--- config.mk ---
export PLATFORM = sky130hd
export DESIGN_NAME = mdu_hilo_unit
export DESIGN_NICKNAME = d
export VERILOG_FILES = /design/src/rtl/mdu_pkg.sv /design/src/rtl/mdu_div_core.sv /design/src/rtl/mdu_hilo_unit.sv
export SDC_FILE = /design/constraint.sdc
export NUM_CORES = 1
export LEC_CHECK = 0
export ABC_AREA = 1
export CORE_MARGIN = 5
export CORE_UTILIZATION = 50
export DETAILED_ROUTE_END_ITERATION = 16
export PLACE_DENSITY_LB_ADDON = 0.2
export SLEW_MARGIN = 40
export SYNTH_ARGS = -nofsm -noshare
export SYNTH_HDL_FRONTEND = slang
export SYNTH_SLANG_ARGS = --single-unit
--- constraint.sdc ---
create_clock -name clk -period 5.1 [get_ports clk]
set_clock_uncertainty 0.15 [all_clocks]
set_input_delay 0.51 -clock clk [delete_from_list [all_inputs] [get_ports clk]]
set_output_delay 0.51 -clock clk [all_outputs]
set_load 0.01 [all_outputs]
--- src/rtl/mdu_pkg.sv ---
// Shared definitions for the multiply/divide unit.
// Holds the execute-stage operation codes and the FSM state encoding used by
// mdu_hilo_unit and its testbench.
package mdu_pkg;

    localparam logic [2:0] OP_NOP   = 3'd0;
    localparam logic [2:0] OP_MULT  = 3'd1;
    localparam logic [2:0] OP_MULTU = 3'd2;
    localparam logic [2:0] OP_DIV   = 3'd3;
    localparam logic [2:0] OP_DIVU  = 3'd4;
    localparam logic [2:0] OP_MTHI  = 3'd5;
    localparam logic [2:0] OP_MTLO  = 3'd6;

    typedef enum logic [1:0] {
        S_IDLE = 2'd0,
        S_CALC = 2'd1,
        S_FIX  = 2'd2
    } state_t;

endpackage

--- src/rtl/mdu_div_core.sv ---
// Unsigned restoring divider, one quotient bit per step.
// Ports:
//   clk        rising-edge clock
//   load       capture dividend/divisor, clear partial remainder
//   step       perform one shift-subtract iteration
//   dividend   unsigned dividend magnitude
//   divisor    unsigned divisor magnitude
//   quotient   quotient shift register (valid after WIDTH steps)
//   remainder  partial remainder (valid after WIDTH steps)
//   div_zero   divisor captured at load was zero
// Pure datapath: sequencing and reset live in the parent FSM.
module mdu_div_core #(
    parameter int WIDTH = 32
) (
    input  logic             clk,
    input  logic             load,
    input  logic             step,
    input  logic [WIDTH-1:0] dividend,
    input  logic [WIDTH-1:0] divisor,
    output logic [WIDTH-1:0] quotient,
    output logic [WIDTH-1:0] remainder,
    output logic             div_zero
);

    logic [WIDTH-1:0] rem_q;
    logic [WIDTH-1:0] quo_q;
    logic [WIDTH-1:0] dsr_q;
    logic             dz_q;
    logic [WIDTH:0]   trial;
    logic [WIDTH:0]   diff;

    // Shift the next dividend bit into the remainder and try the subtract;
    // the borrow bit decides whether the subtraction is kept.
    always_comb begin
        trial = {rem_q, quo_q[WIDTH-1]};
        diff  = trial - {1'b0, dsr_q};
    end

    always_ff @(posedge clk) begin
        if (load) begin
            rem_q <= '0;
            quo_q <= dividend;
            dsr_q <= divisor;
            dz_q  <= (divisor == '0);
        end else if (step) begin
            if (!diff[WIDTH]) begin
                rem_q <= diff[WIDTH-1:0];
                quo_q <= {quo_q[WIDTH-2:0], 1'b1};
            end else begin
                // No borrow-free subtract: trial < divisor, so its top bit is zero.
                rem_q <= trial[WIDTH-1:0];
                quo_q <= {quo_q[WIDTH-2:0], 1'b0};
            end
        end
    end

    assign quotient  = quo_q;
    assign remainder = rem_q;
    assign div_zero  = dz_q;

endmodule

--- src/rtl/mdu_hilo_unit.sv ---
// Iterative MIPS multiply/divide unit owning the architectural HI/LO registers.
// Ports:
//   clk      rising-edge clock
//   reset    synchronous active-high reset (aborts an op in flight)
//   start    request valid, sampled only while busy=0
//   op       operation code (mdu_pkg OP_*)
//   rs_data  operand A: multiplicand / dividend / MTHI,MTLO source
//   rt_data  operand B: multiplier / divisor
//   busy     iterative op in flight, execute stage must stall
//   done     one-cycle pulse after HI/LO were written by mult/div
//   hi, lo   HI/LO registers (MFHI/MFLO sources)
// Mult/div operate on unsigned magnitudes for WIDTH cycles, then a single
// FIX cycle applies the two's-complement sign correction and writes HI/LO.
module mdu_hilo_unit
    import mdu_pkg::*;
#(
    parameter int WIDTH = 32
) (
    input  logic             clk,
    input  logic             reset,
    input  logic             start,
    input  logic [2:0]       op,
    input  logic [WIDTH-1:0] rs_data,
    input  logic [WIDTH-1:0] rt_data,
    output logic             busy,
    output logic             done,
    output logic [WIDTH-1:0] hi,
    output logic [WIDTH-1:0] lo
);

    localparam int IW = $clog2(WIDTH);

    state_t             state_q, state_d;
    logic [IW-1:0]      iter_q;
    logic               done_q;
    logic [WIDTH-1:0]   hi_q, lo_q;

    logic [2*WIDTH-1:0] acc_q;
    logic [WIDTH-1:0]   mcand_q;
    logic               is_div_q;
    logic               neg_res_q;
    logic               neg_rem_q;

    logic               is_iter_op;
    logic               is_signed_op;
    logic               accept;
    logic               last_iter;
    logic [WIDTH:0]     psum;
    logic [WIDTH-1:0]   rs_mag, rt_mag;
    logic [WIDTH-1:0]   quo, rem;
    logic               div_zero;
    logic [WIDTH-1:0]   res_hi, res_lo;

    function automatic logic [WIDTH-1:0] mag(input logic [WIDTH-1:0] x, input logic sgn);
        logic signed [WIDTH-1:0] xs;
        xs = $signed(x);
        // The most negative value maps onto itself, which is the correct
        // unsigned magnitude (2^(WIDTH-1)).
        return (sgn && xs < 0) ? $unsigned(-xs) : x;
    endfunction

    function automatic logic [WIDTH-1:0] fix_w(input logic [WIDTH-1:0] x, input logic neg);
        return neg ? (~x + 1'b1) : x;
    endfunction

    function automatic logic [2*WIDTH-1:0] fix_2w(input logic [2*WIDTH-1:0] x, input logic neg);
        return neg ? (~x + 1'b1) : x;
    endfunction

    always_comb begin
        is_iter_op   = (op == OP_MULT) || (op == OP_MULTU) || (op == OP_DIV) || (op == OP_DIVU);
        is_signed_op = (op == OP_MULT) || (op == OP_DIV);
        accept       = (state_q == S_IDLE) && start && is_iter_op;
        last_iter    = (iter_q == IW'(WIDTH - 1));
        rs_mag       = mag(rs_data, is_signed_op);
        rt_mag       = mag(rt_data, is_signed_op);
    end

    // Next-state logic
    always_comb begin
        state_d = state_q;
        case (state_q)
            S_IDLE: if (accept)    state_d = S_CALC;
            S_CALC: if (last_iter) state_d = S_FIX;
            S_FIX:                 state_d = S_IDLE;
            default:               state_d = S_IDLE;
        endcase
    end

    // Control and architectural state
    always_ff @(posedge clk) begin
        if (reset) begin
            state_q <= S_IDLE;
            iter_q  <= '0;
            done_q  <= 1'b0;
            hi_q    <= '0;
            lo_q    <= '0;
        end else begin
            state_q <= state_d;
            done_q  <= (state_q == S_FIX);
            if (accept)
                iter_q <= '0;
            else if (state_q == S_CALC)
                iter_q <= iter_q + 1'b1;
            if (state_q == S_IDLE && start && op == OP_MTHI)
                hi_q <= rs_data;
            if (state_q == S_IDLE && start && op == OP_MTLO)
                lo_q <= rs_data;
            if (state_q == S_FIX) begin
                hi_q <= res_hi;
                lo_q <= res_lo;
            end
        end
    end

    // Shift-add multiplier: low half starts as the multiplier and is shifted
    // out LSB-first while partial products accumulate into the high half.
    always_comb begin
        psum = {1'b0, acc_q[2*WIDTH-1:WIDTH]} + (acc_q[0] ? {1'b0, mcand_q} : '0);
    end

    always_ff @(posedge clk) begin
        if (accept) begin
            mcand_q   <= rs_mag;
            acc_q     <= {{WIDTH{1'b0}}, rt_mag};
            is_div_q  <= (op == OP_DIV) || (op == OP_DIVU);
            neg_res_q <= is_signed_op && (rs_data[WIDTH-1] ^ rt_data[WIDTH-1]);
            neg_rem_q <= is_signed_op && rs_data[WIDTH-1];
        end else if (state_q == S_CALC && !is_div_q) begin
            acc_q <= {psum, acc_q[WIDTH-1:1]};
        end
    end

    mdu_div_core #(.WIDTH(WIDTH)) u_div (
        .clk       (clk),
        .load      (accept),
        .step      (state_q == S_CALC && is_div_q),
        .dividend  (rs_mag),
        .divisor   (rt_mag),
        .quotient  (quo),
        .remainder (rem),
        .div_zero  (div_zero)
    );

    // Sign fixup. Divide by zero returns the original dividend in HI, which
    // is recovered from its stored magnitude and sign.
    always_comb begin
        res_hi = '0;
        res_lo = '0;
        if (is_div_q) begin
            if (div_zero) begin
                res_hi = fix_w(mcand_q, neg_rem_q);
                res_lo = '1;
            end else begin
                res_hi = fix_w(rem, neg_rem_q);
                res_lo = fix_w(quo, neg_res_q);
            end
        end else begin
            {res_hi, res_lo} = fix_2w(acc_q, neg_res_q);
        end
    end

    assign busy = (state_q != S_IDLE);
    assign done = done_q;
    assign hi   = hi_q;
    assign lo   = lo_q;

endmodule
# Yosys cells after proc, flatten, opt, wreduce, memory -nomap -nowiden
# Cells that the tools add are included.
[word_totals]
inputBits = 70
regBits = 268
[op_classes]
n_reduce_logical = 25
bitwise = 5
addsub = 9
n_mux = 24
order_cmp = 2
eq_ne = 11
[op_table]
columns = ["cell", "n"]
rows = [
  ["32-bit 2-to-1 mux", 19],
  ["32-bit by 1-bit adder with 32-bit output, second input constant", 3],
  ["32-bit NOT", 3],
  ["64-bit by 1-bit adder with 64-bit output, second input constant", 1],
  ["32-bit by 1-bit less-than comparator with 1-bit output, second input constant", 2],
  ["64-bit 2-to-1 mux", 1],
  ["32-bit negator", 2],
  ["64-bit NOT", 1],
  ["32-bit by 32-bit adder with 33-bit output", 1],
  ["33-bit by 32-bit subtractor with 33-bit output", 1],
  ["32-bit logical NOT", 1],
  ["1-bit logical AND", 10],
  ["2-bit nonzero test", 5],
  ["3-bit == test, second input constant", 3],
  ["3-bit by 2-bit == test with 1-bit output, second input constant", 2],
  ["5-bit by 1-bit adder with 5-bit output, second input constant", 1],
  ["5-bit == test, second input constant", 1],
  ["1-bit logical OR", 5],
  ["2-bit 2-to-1 mux", 2],
  ["2-bit != test, second input constant", 2],
  ["2-bit case mux with 2 select lines", 1],
  ["3-bit by 1-bit == test with 1-bit output, second input constant", 1],
  ["2-bit by 1-bit == test with 1-bit output, second input constant", 1],
  ["2-bit == test, second input constant", 1],
  ["other kinds (6)", 6],
]

# Longest topological paths before layout
# Gate-level depths: netlist (run 1).
[logic_depth]
depth_word = 7
mapped_depth = 19
mapped_depth_nobuf = 18

# Modules after synthesis
# From an unflattened synthesis (run 1), not the netlist that was laid out.
[unflattened]
cells_unflattened = 3851
area_unflattened_um2 = 23154.7
[by_module_without_submodules]
columns = ["module", "cells_each", "area_each_um2", "n_inst"]
rows = [
  ["mdu_hilo_unit", 2840, 16513.3, 1],
  ["mdu_div_core", 1011, 6641.4, 1],
]

# Least setup slack after synthesis (run 1)
# OpenSTA, ideal clock, no wires.
[synth_path]
path_kind = "input port to flip-flop"
startpoint = "in op[2]"
endpoint = "reg u_div.quo_q[25], in the netlist u_div.quotient[25] (data pin)"
arrival_ps = 3423
stages = 9
setup_slack_ps = 1162
t_required_ps = 4586
cell_sequence = "inv_1 o21ai_0 nand2_1 nand2_1 inv_1 buf_2 buf_2 clkbuf_1 o21ai_0"
[synth_via]
elab_chain_len = 6
[synth_rtl]
columns = ["item", "line", "text"]
rows = [
  ["from (decl)", "mdu_hilo_unit.sv:22", "input logic [2:0] op,"],
  ["3-bit by 1-bit == test with 1-bit output or 3-bit by 2-bit == test with 1-bit output (tied branches)", "mdu_hilo_unit.sv:71", "is_iter_op = (op == OP_MULT) || (op == OP_MULTU) || (op == OP_DIV) || (op == OP_DIVU);"],
  ["1-bit logical OR (2 in series)", "mdu_hilo_unit.sv:71", ""],
  ["1-bit logical OR *", "mdu_hilo_unit.sv:71", ""],
  ["1-bit logical AND *", "mdu_hilo_unit.sv:73", "accept = (state_q == S_IDLE) && start && is_iter_op;"],
  ["net accept", "mdu_hilo_unit.sv:46", "logic accept;"],
  ["32-bit 2-to-1 mux *", "mdu_div_core.sv:40", "if (load) begin"],
  ["to (signal assigned)", "mdu_div_core.sv:42", "quo_q <= dividend;"],
  ["to (signal assigned)", "mdu_div_core.sv:48", "quo_q <= {quo_q[WIDTH-2:0], 1'b1};"],
  ["to (signal assigned)", "mdu_div_core.sv:52", "quo_q <= {quo_q[WIDTH-2:0], 1'b0};"],
  ["to (decl)", "mdu_div_core.sv:26", "logic [WIDTH-1:0] quo_q;"],
]
# The timed path passes the listed nets; every way through them passes the cells marked *.
# A chain may end at the register's enable or synchronous reset.

# Worst setup path after layout (run 1)
[layout_path]
startpoint = "reg acc_q[0]"
endpoint = "reg acc_q[62]"
[layout_via]
elab_chain_len = 2
[layout_rtl]
columns = ["item", "line", "text"]
rows = [
  ["from (decl)", "mdu_hilo_unit.sv:38", "logic [2*WIDTH-1:0] acc_q;"],
  ["from (signal assigned)", "mdu_hilo_unit.sv:125", "acc_q <= {{WIDTH{1'b0}}, rt_mag};"],
  ["from (signal assigned)", "mdu_hilo_unit.sv:130", "acc_q <= {psum, acc_q[WIDTH-1:1]};"],
  ["32-bit 2-to-1 mux", "mdu_hilo_unit.sv:119", "psum = {1'b0, acc_q[2*WIDTH-1:WIDTH]} + (acc_q[0] ? {1'b0, mcand_q} : '0);"],
  ["32-bit by 32-bit adder with 33-bit output", "mdu_hilo_unit.sv:119", ""],
]
# No other way between the ends.

==> results of run 1 <==
==> worst min path at each step <==
stage | to | slack, ns
after floorplan | iter_q[4] | 0.30
after global placement | iter_q[4] | 0.31
after detailed placement | iter_q[4] | 0.31
after CTS | iter_q[4] | 0.32
after global routing | u_div.remainder[11] | 0.35
final | iter_q[4] | 0.33
==> final cells by class <==
| cell class | count | area [um^2] | share of cell area, % |
|---|---|---|---|
| inverter | 431 | 1620 | 6.45 |
| multi-input combinational | 2788 | 13500 | 53.7 |
| sequential | 268 | 6690 | 26.6 |
| tap | 592 | 741 | 2.94 |
| clock inverter | 16 | 163 | 0.646 |
| timing repair buffer | 161 | 1550 | 6.15 |
| clock buffer | 41 | 885 | 3.52 |
==> cell families after synthesis <==
family	share of synthesized area [%]
fa+ha+maj	4.27
xor+xnor	3.41
flops	30.0
compound gates	14.1
buf+inv	9.56
simple gates	38.7
==> through the flow <==
stage	cell area (um^2)	power, mW	instances	utilization (%)	setup WS [ns]
floorplan	22300	4.03	3605	-	1.16
global placement	24100	4.77	4240	54.5	1.55
detailed placement	24100	4.77	4240	54.5	1.50
CTS	25200	7.06	4297	56.9	1.77
global route	25200	7.46	4297	56.9	1.46
finish	25200	7.13	4297	56.9	1.64
==> per-layer routing <==
metal	global-route usage, %	part of all wire (%)	vias to the layer above
met4	15.5	5.5	0
met1	46.2	42	11400
met5	0	0	-
met3	4.96	8.7	220
li1	-	-	12000
met2	53.8	44	1171
==> state kept, by name, indices dropped and copies added (netlist names) <==
signal and cells:
acc_q 64, hi 32, lo 32, mcand_q 32, u_div.dsr_q 32, u_div.quotient 32
u_div.remainder 32, iter_q 5, state_q 2, done 1, is_div_q 1, neg_rem_q 1
neg_res_q 1, u_div.div_zero 1
==> report_power, final <==
part | internal (mW) | switching (mW)
Combinational | 0.665 | 1.49
Sequential | 2.45 | 0.201
Clock | 1.33 | 0.992
==> worst reg2reg max path: stages (launching register included) <==
cell and delay [ns]:
edfxtp_1 0.90, nand2_1 0.14, inv_1 0.09, ha_1 0.19, inv_1 0.05, o21ai_0 0.43
nand2_1 0.09, nand2_1 0.16, a21boi_0 0.20, o21ai_0 0.57, nand2_1 0.16, nand2_1 0.09
nand2_1 0.05, nand3_1 0.06, nand2_1 0.05
==> cell usage in the layout, fill, tap and decap left out, types with 5 or more instances in the layout <==
cell,Yosys,final
nand3_1,353,353
nor4_1,8,7
nor3_1,50,50
nor2_1,362,359
clkinv_2,0,5
nand3b_1,17,17
xor2_1,66,66
buf_4,8,26
o21bai_1,6,6
o21a_1,9,9
nand2_2,8,8
ha_1,73,73
inv_1,422,419
edfxtp_1,132,132
o21ai_1,26,26
o21ai_0,307,307
clkbuf_16,0,32
nand4_1,79,79
dfxtp_1,136,136
a21oi_1,155,155
clkbuf_8,0,5
o22ai_1,6,6
a31oi_1,19,19
nor2_4,6,8
nor2_2,9,10
nand2_1,1129,1129
a21o_1,12,12
inv_2,7,8
xnor2_1,21,21
clkdlybuf4s50_1,0,135
or2_2,10,10
o211ai_1,12,12
==> results by stage, run 1 <==
Run status:
- The run finished with clean final reports.

Timing:
- The tightest hold margin is between 0.3 and 0.4 ns.
- Summed over all failing endpoints, the final setup total negative slack is 0 ns.
- Setup repair after global routing left no endpoint under its margin.
- The upper clock frequency limit is approximately 290 MHz.
- After layout, the worst path uses about two thirds of the clock period.
- The number of setup violations in the final report is 0.
- The clock period could shrink to 3.46 ns.
- The number of max-slew violations in the final report is 0.
- The final hold violation count was 0.
- For the pin with the worst max-slew slack, the measured transition is approximately 0.87 ns.
- The worst slew slack as a fraction of its limit is around two fifths.

Drt:
- After detailed routing, the total wire length is ~90 mm.
- The vias after detailed routing is 24.8k.
- Dividing the detail-routed via count by the number of cells gives 5.78.
- In the final routed layout, each cell accounts on average for 20.5 um.
- After detailed routing, the number of remaining DRC violations is 0.
- The detail route stage leaves a number of antenna-violating nets equal to 0.
- The count of TritonRoute iterations in the first routing pass is 6.
- The DRC marker count from the first detailed-route iteration is 3135.

Finish:
- The repair_antennas step left the layout with diodes totalling 0.
- The number of nets at the end of the flow is 3826.
- The filler cells instantiated in the layout total 4492.
- The growth of design area from synthesis to finish is 12.8%.
- Cells with a size suffix above 1 make up around 3.7% of the layout.

Clock tree:
- The clock drives ~270 sinks.
- The source-to-sink clock delay at the later pin of the worst-skew pair is about 0.63 ns.
- In this run the clock root is driven by a clkbuf_16.
- The count of cells resized by post-cts repair is 0.
- The maximum count of clock buffers along a single path is 3.
- TritonCTS built the clock tree.
- The post-CTS repair timing setup buffer count is 0.
- TritonCTS created 31 clock buffers.
- The number of buffers added to fix hold violations after cts is 0.
- CTS built an H-tree with a depth of 1.
- Clock-pin slew was measured on the worst setup and hold paths at roughly 0.060 ns.

Setup path:
- The signal on the critical path passes through nand2_1, inv_1, ha_1, inv_1, o21ai_0, nand2_1, nand2_1, a21boi_0, o21ai_0, nand2_1, nand2_1, nand2_1, nand3_1, nand2_1.
- In this design, the stage delay of the slowest critical-path cell is ~0.9 ns.
- The kind of cell with the highest combined delay along the critical path is compound AO/OA/AOI/OAI gates.
- The reg-to-reg endpoint is acc_q[62].
- Data arrives at the worst endpoint at between 3 and 4 ns.
- The first element of the critical path is acc_q[0].
- The worst-path maximum fanout is 17.
- The critical path data required time is 5.47 ns.
- The worst setup path is launched from a flip-flop.
- On the critical path, the stage with the largest delay is an instance of edfxtp_1.
- In this run the worst setup path terminates at acc_q[62].
- The worst setup path is captured at a flip-flop.
- The register-to-register setup slack is about 1.6 ns.
- The number of buffers and inverters on the critical path is 2.
- The worst reg-to-reg path cell count is 14.
- The worst register-to-register path begins at acc_q[0].
- The cell that appears most often on the critical path is nand2_1.
- The critical path in this run is classified as flip-flop to flip-flop.
- In this run the number of cells on the critical path is 14.

Floorplanning:
- 136 I/O pins were placed.
- The initial core utilization is a little over 50%.
- Row generation in the floorplan step produced 77 rows.
- The total die area is slightly below 50000 um^2.
- The area of the core region is roughly 44000 um^2.
- The height of the chip is 221 um.
- The die is ~220 um wide.

Placement:
- At the end of routability-driven placement, the weighted congestion stood at 1.04.
- The wire-length estimate of the detail-placed layout is between 60 and 70 mm.
- During placement, the flow inserted port buffers numbering 135.

Logic synthesis:
- For this run, asynchronously set or reset flops after synthesis account for 0%.
- The synthesis-stage register bit count is roughly 270.
- After synthesis, the cell types taking the most area are nand2_1, edfxtp_1, dfxtp_1.
- Synthesis produced a netlist whose cell count is 3605.
- The most used standard cell by instance count after synthesis is nand2_1.
- The synthesized net count is roughly 3.8k.
- The synthesized netlist contains 53 unique library cells.
- In this run, synthesis inferred approximately 130 flip-flops with an integrated enable.
- A synthesized cell averages just over 6 um^2.
- Counting instances in the post-synthesis netlist gives the leading cell types as nand2_1, inv_1, nor2_1, nand3_1, o21ai_0.
- After synthesis the cells add up to approximately 22000 um^2.
- The total number of yosys warnings is 0.
- The synthesized design spends more area on one cell type than any other, namely nand2_1.
- The area fraction of the dominant cell type after synthesis is 19.0%.
- The most used flip-flop cell after synthesis is dfxtp_1.
- The fraction of the yosys area taken by sequential cells is between 20 and 30%.

Power:
- The worst-case vdd ir drop is approximately 330 uV.
- The power density over cell area is 283 nW/um^2.
- For this design the static power due to leakage is 11.7 nW.

Global route:
- The total global routing overflow is 0.
- The first global-routing pass estimated approximately 130 mm of wire.
- The global-route usage over all layers is 34.0%.
- The initial antenna violation count is 0.
- The largest net degree at the start of global routing is roughly 80.
- The number of global-route vias before repair was between 20k and 25k.

Min path:
- The startpoint identified for the worst hold timing path is iter_q[4].
- The class of the tightest hold or removal check is flip-flop to flip-flop.
- The count of cells along the worst hold path is 2.

Job:
- Max-cap violations in this run came to 0.
(Power assumes the default switching activity.)
==> run 2, diff against run 1 <==
==> constraint.sdc (replaced) <==
create_clock -name clk -period 3.1 [get_ports clk]
set_clock_uncertainty 0.15 [all_clocks]
set_input_delay 0.31 -clock clk [delete_from_list [all_inputs] [get_ports clk]]
set_output_delay 0.31 -clock clk [all_outputs]
set_load 0.01 [all_outputs]
==> run 2 against run 1 <==
  * Wire length increased by 0.65%
  * Design area up 2.8%
  * Register-to-register slack worse by 1.5 ns
==> results by stage, run 2 (same netlist as run 1, synthesis figures left out) <==
Timing:
- The part of the cycle the worst path needs is 94.7% (+27 points).
- The number of setup violations in the final report is 0 (unchanged).
- The final hold violation count is 0 (unchanged).
- The worst slew slack as a fraction of its limit is 43.3% (+1.7 points).
- The number of max-slew violations in the final report is 0 (unchanged).
- The tightest hold margin is 0.268 ns (-0.0628 ns).
- The final setup TNS is 0 ns (unchanged).
- The shortest period the worst path allows was 2.94 ns (-0.520 ns).
- Setup repair after global routing left no endpoint under its margin.
- The slew at the pin closest to its max-slew limit is 0.840 ns (-0.0251 ns).
- The upper clock frequency limit was 341 MHz (+18%).
- The worst setup slack after layout is 0.164 ns (-1.48 ns).

Clock tree:
- The number of levels the H-tree was split into was 2 (+1).
- The maximum count of clock buffers along a single path is 3 (unchanged).
- The number of buffers added to fix hold violations after cts is 0 (unchanged).
- Clock tree synthesis selected as its root buffer the cell clkbuf_16.
- The post-CTS repair timing setup buffer count was 0 (unchanged).
- The clock slew seen by the registers of the worst setup and hold paths is 0.06 ns (about the same).
- The number of buffers inserted during clock tree synthesis is 34 (+9.7%).
- TritonCTS built the clock tree.
- The count of cells resized by post-cts repair came to 0 (unchanged).
- The source-to-sink clock delay at the later pin of the worst-skew pair came to 0.58 ns (-0.05 ns).
- The TritonCTS sink count came to 268 (unchanged).

Setup path:
- The critical path data required time is 3.47 ns (-2.00 ns).
- The worst setup path is launched from a flip-flop.
- The startpoint-to-endpoint class of the critical path is flip-flop to flip-flop.
- The worst-path maximum fanout was 16 (-1).
- The data arrival time of the critical path is 3.31 ns (-0.51 ns).
- The first element of the critical path is acc_q[0].
- The kind of capture point of the worst setup path is a flip-flop.
- The start of the worst register-to-register path is acc_q[0].

Drt:
- The DRC marker count from the first detailed-route iteration is 3412 (+8.8%).
- The vias after detailed routing came to 25.2k (+1.5%).
- The total routed wirelength is 88.5 mm (+0.65%).
- The via count normalized by instance count was 5.77 (-0.23%).
- The total DRC errors in the routed layout is 0 (unchanged).
- The detailed-route wire length per cell is 20.3 um (-1.1%).
- The number of routed nets with antenna violations is 0 (unchanged).
- The count of TritonRoute iterations in the first routing pass is 6 (unchanged).

Finish:
- Leaving out fill and tap cells, the most frequent cell in the layout is nand2_1.
- The growth of design area from synthesis to finish is 15.9%.
- The number of nets at the end of the flow was 3897 (+1.9%).
- The layout cell share with drive strength beyond 1 is 5.53% (+1.8 points).
- The flip-flop count of the largest register after layout is 64 (unchanged).
- Leaving out fill and tap cells, the most frequent cells in the layout are nand2_1, inv_1, nor2_1, nand3_1, o21ai_0.
- The number of fill cells is 4389 (-2.3%).
- The register with the most flip-flops in the final layout is acc_q.

Power:
- The worst-case vdd ir drop was 348 uV (+3.9%).
- The total leakage power is 12.1 nW (+3.6%).
- The power density over cell area came to 467 nW/um^2 (+65%).

Global route:
- The number of global-route vias before repair was 23.0k (+2.1%).
- The global-route usage over all layers is 34.5% (+0.49 points).
- The wire length of the first global-routing pass came to 134 mm (+0.71%).
- The initial antenna violation count came to 1 (+1).
- The largest net degree at the start of global routing is 63 (-20%).
- The total global routing overflow is 0 (unchanged).

Run status:
- The flow ran to the end, and the final reports show no timing, DRC or antenna violations.

Placement:
- The number of buffers added on ports was 135 (unchanged).
- The placer's final routability congestion estimate is 1.00 (-3.1%).
- The worst setup slack before clock tree synthesis was -0.00967 ns (-1.51 ns).
- The HPWL reported at the end of detailed placement was 70.2 mm (+1.4%).

Job:
- The reported max-cap violation count is 0 (unchanged).

Floorplanning:
- The initial core utilization is 50.5% (unchanged).
- The area of the core region is 44200 um^2 (unchanged).
- The height of the chip is 221 um (unchanged).
- The width of the chip is 221 um (unchanged).
- The total die area is 49000 um^2 (unchanged).
- The row count is 77 (unchanged).
- The top-level port count is 136 (unchanged).

Min path:
- The class of the tightest hold or removal check is input port to flip-flop.
- The start point of the worst hold path is rt_data[0].
[run 2: metal layers]
metal	wire length (um)	GRT usage, %	up-vias
met2	39100	53.7	1207
met3	8080	6.60	255
met4	5450	17.9	0
li1	-	-	12200
met5	0	0	-
met1	35900	45.8	11600
[run 2: worst max-delay path, cell delays in order (launching register included)]
cell and delay, ns:
edfxtp_1 0.41, buf_12 0.17, inv_2 0.09, ha_1 0.19
nand2_1 0.14, nor2_4 0.24, nand4_1 0.13, nand2_1 0.27
nand2_1 0.18, nor2_4 0.22, xor2_1 0.29, nand2_1 0.09
nand2_1 0.16, nand2_1 0.08, nand2_1 0.06
[run 2: area by class of cell]
| class | instances | area, um^2 | area share, % |
|---|---|---|---|
| Clock buffer | 45 | 922 | 3.57 |
| Sequential cell | 268 | 6690 | 25.9 |
| Tap cell | 592 | 741 | 2.86 |
| Inverter | 431 | 1620 | 6.27 |
| Clock inverter | 17 | 185 | 0.716 |
| Antenna cell | 1 | 2.50 | 0.00967 |
| Multi-Input combinational cell | 2788 | 13500 | 52.3 |
| Timing Repair Buffer | 229 | 2180 | 8.44 |
[run 2: power by group]
part           switching, mW  internal [mW]
clock network           1.75           2.30
logic                   2.52           1.20
registers              0.291           4.03
[run 2: final timing paths]
check | endpoint | slack (ns) | depth (start not counted)
worst max-delay path | hi[8] | 0.16 | 14
worst min-delay path | u_div.dsr_q[0] | 0.27 | 1
worst max register to register | hi[8] | 0.16 | 14
worst min register to register | iter_q[4] | 0.32 | 2
[run 2: through the flow]
step	power [mW]	util, %	cell area (um^2)	cells
2_1_floorplan	6.63	-	22300	3605
3_3_place_gp	7.97	55.9	24700	4308
3_5_place_dp	7.97	55.9	24700	4308
4_1_cts	12.0	58.4	25800	4370
5_1_grt	12.7	58.5	25900	4370
6_report	12.1	58.5	25900	4371
